File: src/rtl/word_rx.sv
// word_rx: assembles sync / payload (LSB first) / checksum UART frames into a wide word
//   clk      : rising-edge clock
//   nRst     : synchronous reset, active-high
//   in       : byte strobe, one byte per high cycle
//   data_in  : received byte, valid when in=1
//   word     : last payload whose checksum was good
//   valid    : one-cycle pulse, word has just been updated
//   err      : one-cycle pulse, frame dropped (bad checksum or timeout)
//   busy     : frame in progress
//   count    : payload bytes accepted so far in the current frame
module word_rx #(
    parameter int         BYTES   = 16,
    parameter logic [7:0] SYNC    = 8'hA5,
    parameter int         TIMEOUT = 1000000
) (
    input  logic               clk,
    input  logic               nRst,
    input  logic               in,
    input  logic [7:0]         data_in,
    output logic [BYTES*8-1:0] word,
    output logic               valid,
    output logic               err,
    output logic               busy,
    output logic [4:0]         count
);
    localparam int TW = $clog2(TIMEOUT + 1);
    typedef enum logic [1:0] {IDLE, PAYLOAD, CHECK} state_t;
    state_t             state, state_nx;
    logic [TW-1:0]      tcnt;
    logic [7:0]         sum, total;
    logic [BYTES*8-1:0] shadow;
    logic               take, good, bad, expire;
    assign take  = state == PAYLOAD && in;
    assign total = sum + data_in;
    assign good  = state == CHECK && in && total == 8'd0;
    assign bad   = state == CHECK && in && total != 8'd0;
    // a byte arriving on the expiry cycle wins, so expiry requires in=0
    assign expire = state != IDLE && !in && tcnt == TW'(TIMEOUT - 1);
    assign busy  = state != IDLE;
    always_comb begin
        state_nx = state;
        case (state)
            IDLE:    state_nx = (in && data_in == SYNC) ? PAYLOAD : IDLE;
            PAYLOAD: state_nx = expire ? IDLE : ((take && count == 5'(BYTES - 1)) ? CHECK : PAYLOAD);
            CHECK:   state_nx = (in || expire) ? IDLE : CHECK;
            default: state_nx = IDLE;
        endcase
    end
    always_ff @(posedge clk) begin
        if (nRst) begin
            state  <= IDLE;
            tcnt   <= '0;
            sum    <= '0;
            count  <= '0;
            shadow <= '0;
            word   <= '0;
            valid  <= 1'b0;
            err    <= 1'b0;
        end else begin
            state <= state_nx;
            tcnt  <= (state_nx == IDLE || in) ? '0 : tcnt + TW'(1);
            sum   <= (state == IDLE) ? 8'd0 : (take ? total : sum);
            count <= (state_nx == IDLE) ? 5'd0 : (take ? count + 5'd1 : count);
            valid <= good;
            err   <= bad || expire;
            if (good)
                word <= shadow;
            for (int k = 0; k < BYTES; k++)
                if (take && count == 5'(k))
                    shadow[8*k +: 8] <= data_in;
        end
    end
endmodule

File: config.mk
export PLATFORM = sky130hd
export DESIGN_NAME = word_rx
export DESIGN_NICKNAME = d
export VERILOG_FILES = /design/src/rtl/word_rx.sv
export SDC_FILE = /design/constraint.sdc
export NUM_CORES = 1
export LEC_CHECK = 0
export ABC_AREA = 1
export CORE_MARGIN = 4
export CORE_UTILIZATION = 45
export CTS_BUF_LIST = sky130_fd_sc_hd__clkbuf_8 sky130_fd_sc_hd__clkbuf_16
export CTS_CLUSTER_SIZE = 14
export DETAILED_ROUTE_END_ITERATION = 10
export PLACE_DENSITY = 0.66
export SLEW_MARGIN = 10
export SYNTH_ARGS = -nofsm -noshare
export SYNTH_HDL_FRONTEND = slang
export SYNTH_SLANG_ARGS = --single-unit
File: constraint.sdc
create_clock -name clk -period 4.56 [get_ports clk]
set_input_delay 0.456 -clock clk [delete_from_list [all_inputs] [get_ports clk]]
set_output_delay 0.456 -clock clk [all_outputs]
set_load 0.05 [all_outputs]
==> flow_metrics.py, run 1 <==
metrics = {
    "place": {
        "place_congestion": 0.8052,
        "hpwl_um": 19380,
        "placed_cell_area_um2": 14350,
        "place.port_buffers": 146,
    },
    "sta": {
        "setup_viol": 0,
        "period_needed_ps": 3054,
        "setup_tns_ps": 0,
        "worst_pin_slew_ps": 877.9,
        "rsz0062_at_grt": "no",
        "finalCritPeriodShare": 0.6696,
        "slew_headroom": 0.4147,
        "fmax_mhz": 327.5,
        "fin_worst_skew_ps": 10.33,
        "hold_violations": 0,
        "drv_slew": 0,
    },
    "setup_path": {
        "critPathMaxFanout": 50,
        "crit_path_cell_trace": "clkdlybuf4s50_1, ha_1, inv_1, fa_1, inv_1, nand2_1, nand2_1, nand3_2, nand3_1, nand2_1, nor2_1, nand3_4, buf_4, nand2_1, inv_1, nor2_1",
        "critPathKind": "in -> reg",
        "critPathSlowestCell": "nand3_4",
        "worst_ep_required_time_ps": 5040,
        "cp.arrival_ps": 3530,
        "cp_slowest_stage_delay_ps": 560,
        "end_kind": "register",
        "path_common_cell": "nand2_1",
        "cp-start-kind": "input pin",
    },
    "pwr": {
        "p_leak_nw": 6.441,
        "ir_worst_vdd_uv": 289.9,
        "cellPowerDensity_nw_per_um2": 341.8,
    },
    "cts": {
        "cts_tree": "done",
        "root_buffer": "clkbuf_16",
        "h-tree-depth": 1,
        "hold_buffers": 0,
        "cts_setup_buffers": 0,
        "cts_buffer_depth": 3,
        "cts_made_buffers": 31,
        "clock_latency_ps": 550,
        "cts.sinks": 293,
        "cts.clk_slew.worst_paths_ps": 60,
        "cts.repair.resized": 0,
    },
    "floorplanning": {
        "core_area_um2": 27860,
        "initial_core_util": 0.4580,
        "die_x_um": 176.4,
        "die_h_um": 176.4,
        "die-area_um2": 31110,
        "io_pins": 147,
        "rows": 61,
    },
    "synthesis": {
        "ys_types": 28,
        "synth-seq-area-share": 0.4597,
        "yosysTopAreaCellShare": 0.4597,
        "avgSynthCellArea_um2": 6.834,
        "syn_inst": 1867,
        "ys_warn_count": 0,
        "syn-num-nets": 1892,
        "yosysTopAreaCell": "dfxtp_1",
        "ys_top_cells_by_area": "dfxtp_1 46%, inv_1 13%, nand2_1 9.9%",
        "syn_area_um2": 12760,
        "synth-seq-cells": 293,
    },
    "global_routing": {
        "grt_overflow_total": 0,
        "grtUsageTotal": 0.1966,
        "grt_pass1_vias": 10560,
        "grt_pass1_wl_um": 51410,
        "grt_max_degree": 137,
        "grt_antenna_before_repair": 0,
    },
    "route": {
        "routed_wl_um": 31150,
        "first_pass_iters": 6,
        "drt-initial-drc-count": 715,
        "vias": 10958,
        "wl_per_cell_um": 13.16,
        "post-route-drc-count": 0,
        "vias_per_cell": 4.629,
        "ant_nets": 0,
    },
    "layout": {
        "final_area_um2": 15410,
        "drive_gt1_frac": 0.03771,
        "area_delta_synth_final_pct": 20.78,
        "nets": 1990,
        "final_common_cell": "inv_1",
        "antennaDiodeCount": 0,
        "final_cell_mix": "460 x inv_1, 335 x nand2_1, 293 x dfxtp_1",
    },
    "outcome": {
        "status": "finished clean",
    },
    "worst_hold_path": {
        "min_path_type": "reg -> reg",
    },
    "run": {
        "maxCapViolCount": 0,
    },
}
## stage by stage
stage          utilization  total power, mW  hold slack (ps)  setup WS, ps  instances
6_report            0.5532            5.268            452.5          1506       2367
5_1_grt             0.5532            5.449            466.6          1155       2367
4_1_cts             0.5532            5.329            452.0          1462       2367
3_5_place_dp        0.5152            2.774            438.8         895.1       2310
3_3_place_gp        0.5152            2.774            428.2         967.3       2310
2_1_floorplan            -            2.714            417.9          2046       1867
## path summary, 6_finish.rpt
check	slack, ps	to	startpoint	cells past startpoint
worst max-delay path	1510	word[22]	data_in[0]	16
worst min-delay path	450	shadow[50]	shadow[50]	2
worst max register to register	1580	word[22]	sum[0]	15
worst min register to register	450	shadow[50]	shadow[50]	2
## worst max-delay path: cells and delay by family
kind          cells  cell delay, ps
simple gates      9            1330
fa+ha+maj         2             570
buf+inv           5            1160
## registers in the layout, summed over array words and instances (netlist names)
signal and count:
tcnt 20, word 128, state 2, sum 8
err 1, count 5, valid 1, shadow 128
## cells by family after synthesis
logic type | synth area share
AND/OR/NAND/NOR | 0.2277
buffers and inverters | 0.1746
flip-flops | 0.4597
AO/OA/AOI/OAI | 0.1099
XOR/XNOR | 0.01373
adder cells (fa/ha/maj) | 0.01432
## cells in the mapped netlist, drive strengths merged
cell,n
clkinv,2
nand3,168
xor2,13
a31oi,1
xnor2,7
a211oi,1
ha,13
nand2,336
fa,1
o21ai,135
buf,42
nor3,5
a21oi,135
nor4b,1
inv,453
o211ai,5
nor2,193
clkbuf,57
nand4,4
dfxtp,293
or2,2
## power breakdown
group | switching, mW | leakage (nW) | total [mW] | internal, mW
Combinational | 0.113 | 3.53 | 0.158 | 0.0452
Clock | 1.00 | 0.556 | 2.55 | 1.55
Sequential | 0.0000453 | 2.36 | 2.56 | 2.56
## layer usage
layer,up-vias,GRT usage,part of all wire
li1,5781,-,-
met1,4924,0.2576,0.46
met2,204,0.3382,0.47
met3,49,0.03148,0.047
met4,0,0.05448,0.024
met5,-,0,0
## cell type report
type                    count  area (µm²)
clock inverters            17       157.7
clock buffers              40       899.6
inverters                 455        1713
repair buffers            164        1609
fillers                  2693       12450
flip-flops and latches    293        5866
well taps                 378       473.0
multi-input cells        1020        4693
(Power assumes the default switching activity.)
==> run 2, diff against run 1 <==
Clock period 4.56 ns to 3 ns, I/O delays scaled along.
==> run 2 against run 1 <==
  * Power up 52%
  * Register-to-register slack got worse by 1000 ps
  * Count of clock-buffer cells in the layout is 2 higher
  * Global-route usage down 0.11 points
  * Critical path depth did not move
  * Final cell count grew 0.25%
  * Utilization rose by 0.57 points
  * First-iteration DRC count shrank 4.3%
  * Design area up 1.0%
  * Sequential share of layout area down 0.39 points
  * Critical endpoint is now word[33]
==> flow_metrics.py, run 2 (synthesis gave the netlist of run 1 again) <==
metrics = {
    "outcome": {
        "status": "finished clean",
    },
    "sta": {
        "finalCritPeriodShare": 0.8219,
        "fmax_mhz": 405.6,
        "hold_violations": 0,
        "rsz0062_at_grt": "no",
        "period_needed_ps": 2466,
        "fin_worst_skew_ps": 11.46,
        "setup_viol": 0,
        "slew_headroom": 0.5082,
        "setup_tns_ps": 0,
        "worst_pin_slew_ps": 737.7,
        "drv_slew": 0,
        "layout_setup_ws_ps": 534.3,
    },
    "layout": {
        "antennaDiodeCount": 0,
        "largestRegisters": "shadow: 128 flops, word: 128 flops, tcnt: 20 flops",
        "n_fill_cell": 2690,
        "final_common_cell": "inv_1",
        "final_cell_mix": "458 x inv_1, 335 x nand2_1, 293 x dfxtp_1",
        "drive_gt1_frac": 0.04160,
        "area_delta_synth_final_pct": 22.02,
        "final_area_um2": 15570,
        "utilization": 0.5589,
        "nets": 2000,
    },
    "setup_path": {
        "end_kind": "register",
        "cp_slowest_stage_delay_ps": 380,
        "critPathMaxFanout": 56,
        "critPathKind": "reg -> reg",
        "critPathSlowestCell": "fa_1",
        "path_common_cell": "nand2_1",
        "crit_path_cell_trace": "ha_1, inv_1, fa_1, inv_1, nand2_1, nand2_1, nand3_2, nand2_1, nand2_1, nand2_1, nand2_1, nor2_4, buf_12, nand3_1, nand2_1, nor2_1",
        "ff2ff_setup_slack_ps": 530,
        "worst_ep_required_time_ps": 3390,
        "cp-start-kind": "register",
        "cp.arrival_ps": 2860,
    },
    "place": {
        "place.port_buffers": 146,
        "hpwl_um": 18840,
        "place_congestion": 0.7978,
        "placed_cell_area_um2": 14530,
        "place_ws_ps": 42.46,
    },
    "pwr": {
        "p_int_mw": 6.239,
        "p_comb_frac": 0.030,
        "p_clk_frac": 0.482,
        "power_switching_mw": 1.745,
        "p_leak_nw": 6.501,
        "ir_worst_vdd_uv": 384.3,
        "p_seq_frac": 0.487,
        "switching_share": 0.2185,
        "cellPowerDensity_nw_per_um2": 512.8,
    },
    "cts": {
        "cts.repair.resized": 0,
        "cts.sinks": 293,
        "h-tree-depth": 2,
        "cts_buffer_depth": 3,
        "cts.clk_slew.worst_paths_ps": 60,
        "hold_buffers": 0,
        "cts_setup_buffers": 0,
        "root_buffer": "clkbuf_16",
        "cts_made_buffers": 34,
        "cts_tree": "done",
        "clock_latency_ps": 500,
    },
    "route": {
        "wl_per_cell_um": 12.90,
        "vias_per_cell": 4.564,
        "routed_wl_um": 30620,
        "ant_nets": 0,
        "drt-initial-drc-count": 684,
        "vias": 10830,
        "post-route-drc-count": 0,
        "first_pass_iters": 5,
    },
    "global_routing": {
        "grt_overflow_total": 0,
        "grt_pass1_wl_um": 50270,
        "grt_max_degree": 131,
        "grtUsageTotal": 0.1955,
        "grt_antenna_before_repair": 0,
        "grt_pass1_vias": 10103,
    },
    "floorplanning": {
        "die_x_um": 176.4,
        "die-area_um2": 31110,
        "io_pins": 147,
        "die_h_um": 176.4,
        "rows": 61,
        "initial_core_util": 0.4580,
        "core_area_um2": 27860,
    },
    "worst_hold_path": {
        "min_path_type": "reg -> reg",
    },
    "run": {
        "maxCapViolCount": 0,
    },
}
run 2: power by group through the flow:
stage / clock [mW] / combinational (mW) / sequential, mW
floorplan: 0 / 0.149 / 3.98
global placement: 0 / 0.241 / 3.98
detailed placement: 0 / 0.243 / 3.98
CTS: 3.94 / 0.244 / 3.89
global route: 4.12 / 0.273 / 3.89
finish: 3.85 / 0.241 / 3.89
run 2: final timing paths:
check        cells past startpoint  endpoint    start
max                             16  word[33]   sum[0]
min                              1   tcnt[0]  tcnt[0]
max reg2reg                     16  word[33]   sum[0]
min reg2reg                      1   tcnt[0]  tcnt[0]
run 2: routing by layer:
layer	global-route usage	share of wire	vias up
met3	0.03897	0.062	50
met4	0.06319	0.026	0
li1	-	-	5782
met2	0.3335	0.47	224
met5	0	0	-
met1	0.2499	0.44	4774
run 2: area by class of cell:
| cell class | instances | area (µm²) | share of cell area |
|---|---|---|---|
| sequential | 293 | 5866 | 0.3767 |
| multi-input combinational | 1020 | 4693 | 0.3014 |
| timing repair buffer | 171 | 1787 | 0.1148 |
| inverter | 455 | 1713 | 0.1100 |
| clock buffer | 42 | 972.2 | 0.06244 |
| tap | 378 | 473.0 | 0.03038 |
| clock inverter | 14 | 66.31 | 0.004259 |
run 2: worst max-delay path: cells and delay by family (launching register included):
family / cells / cell delay (ps)
flops: 1 / 340
fa+ha+maj: 2 / 550
simple gates: 11 / 1020
buf+inv: 3 / 420
run 2: stage by stage:
stage	hold WS (ps)	power, mW	cells
global route	452.0	8.280	2373
CTS	445.7	8.075	2373
global placement	428.9	4.218	2317
floorplan	369.1	4.125	1867
detailed placement	437.6	4.220	2317
finish	446.7	7.984	2373
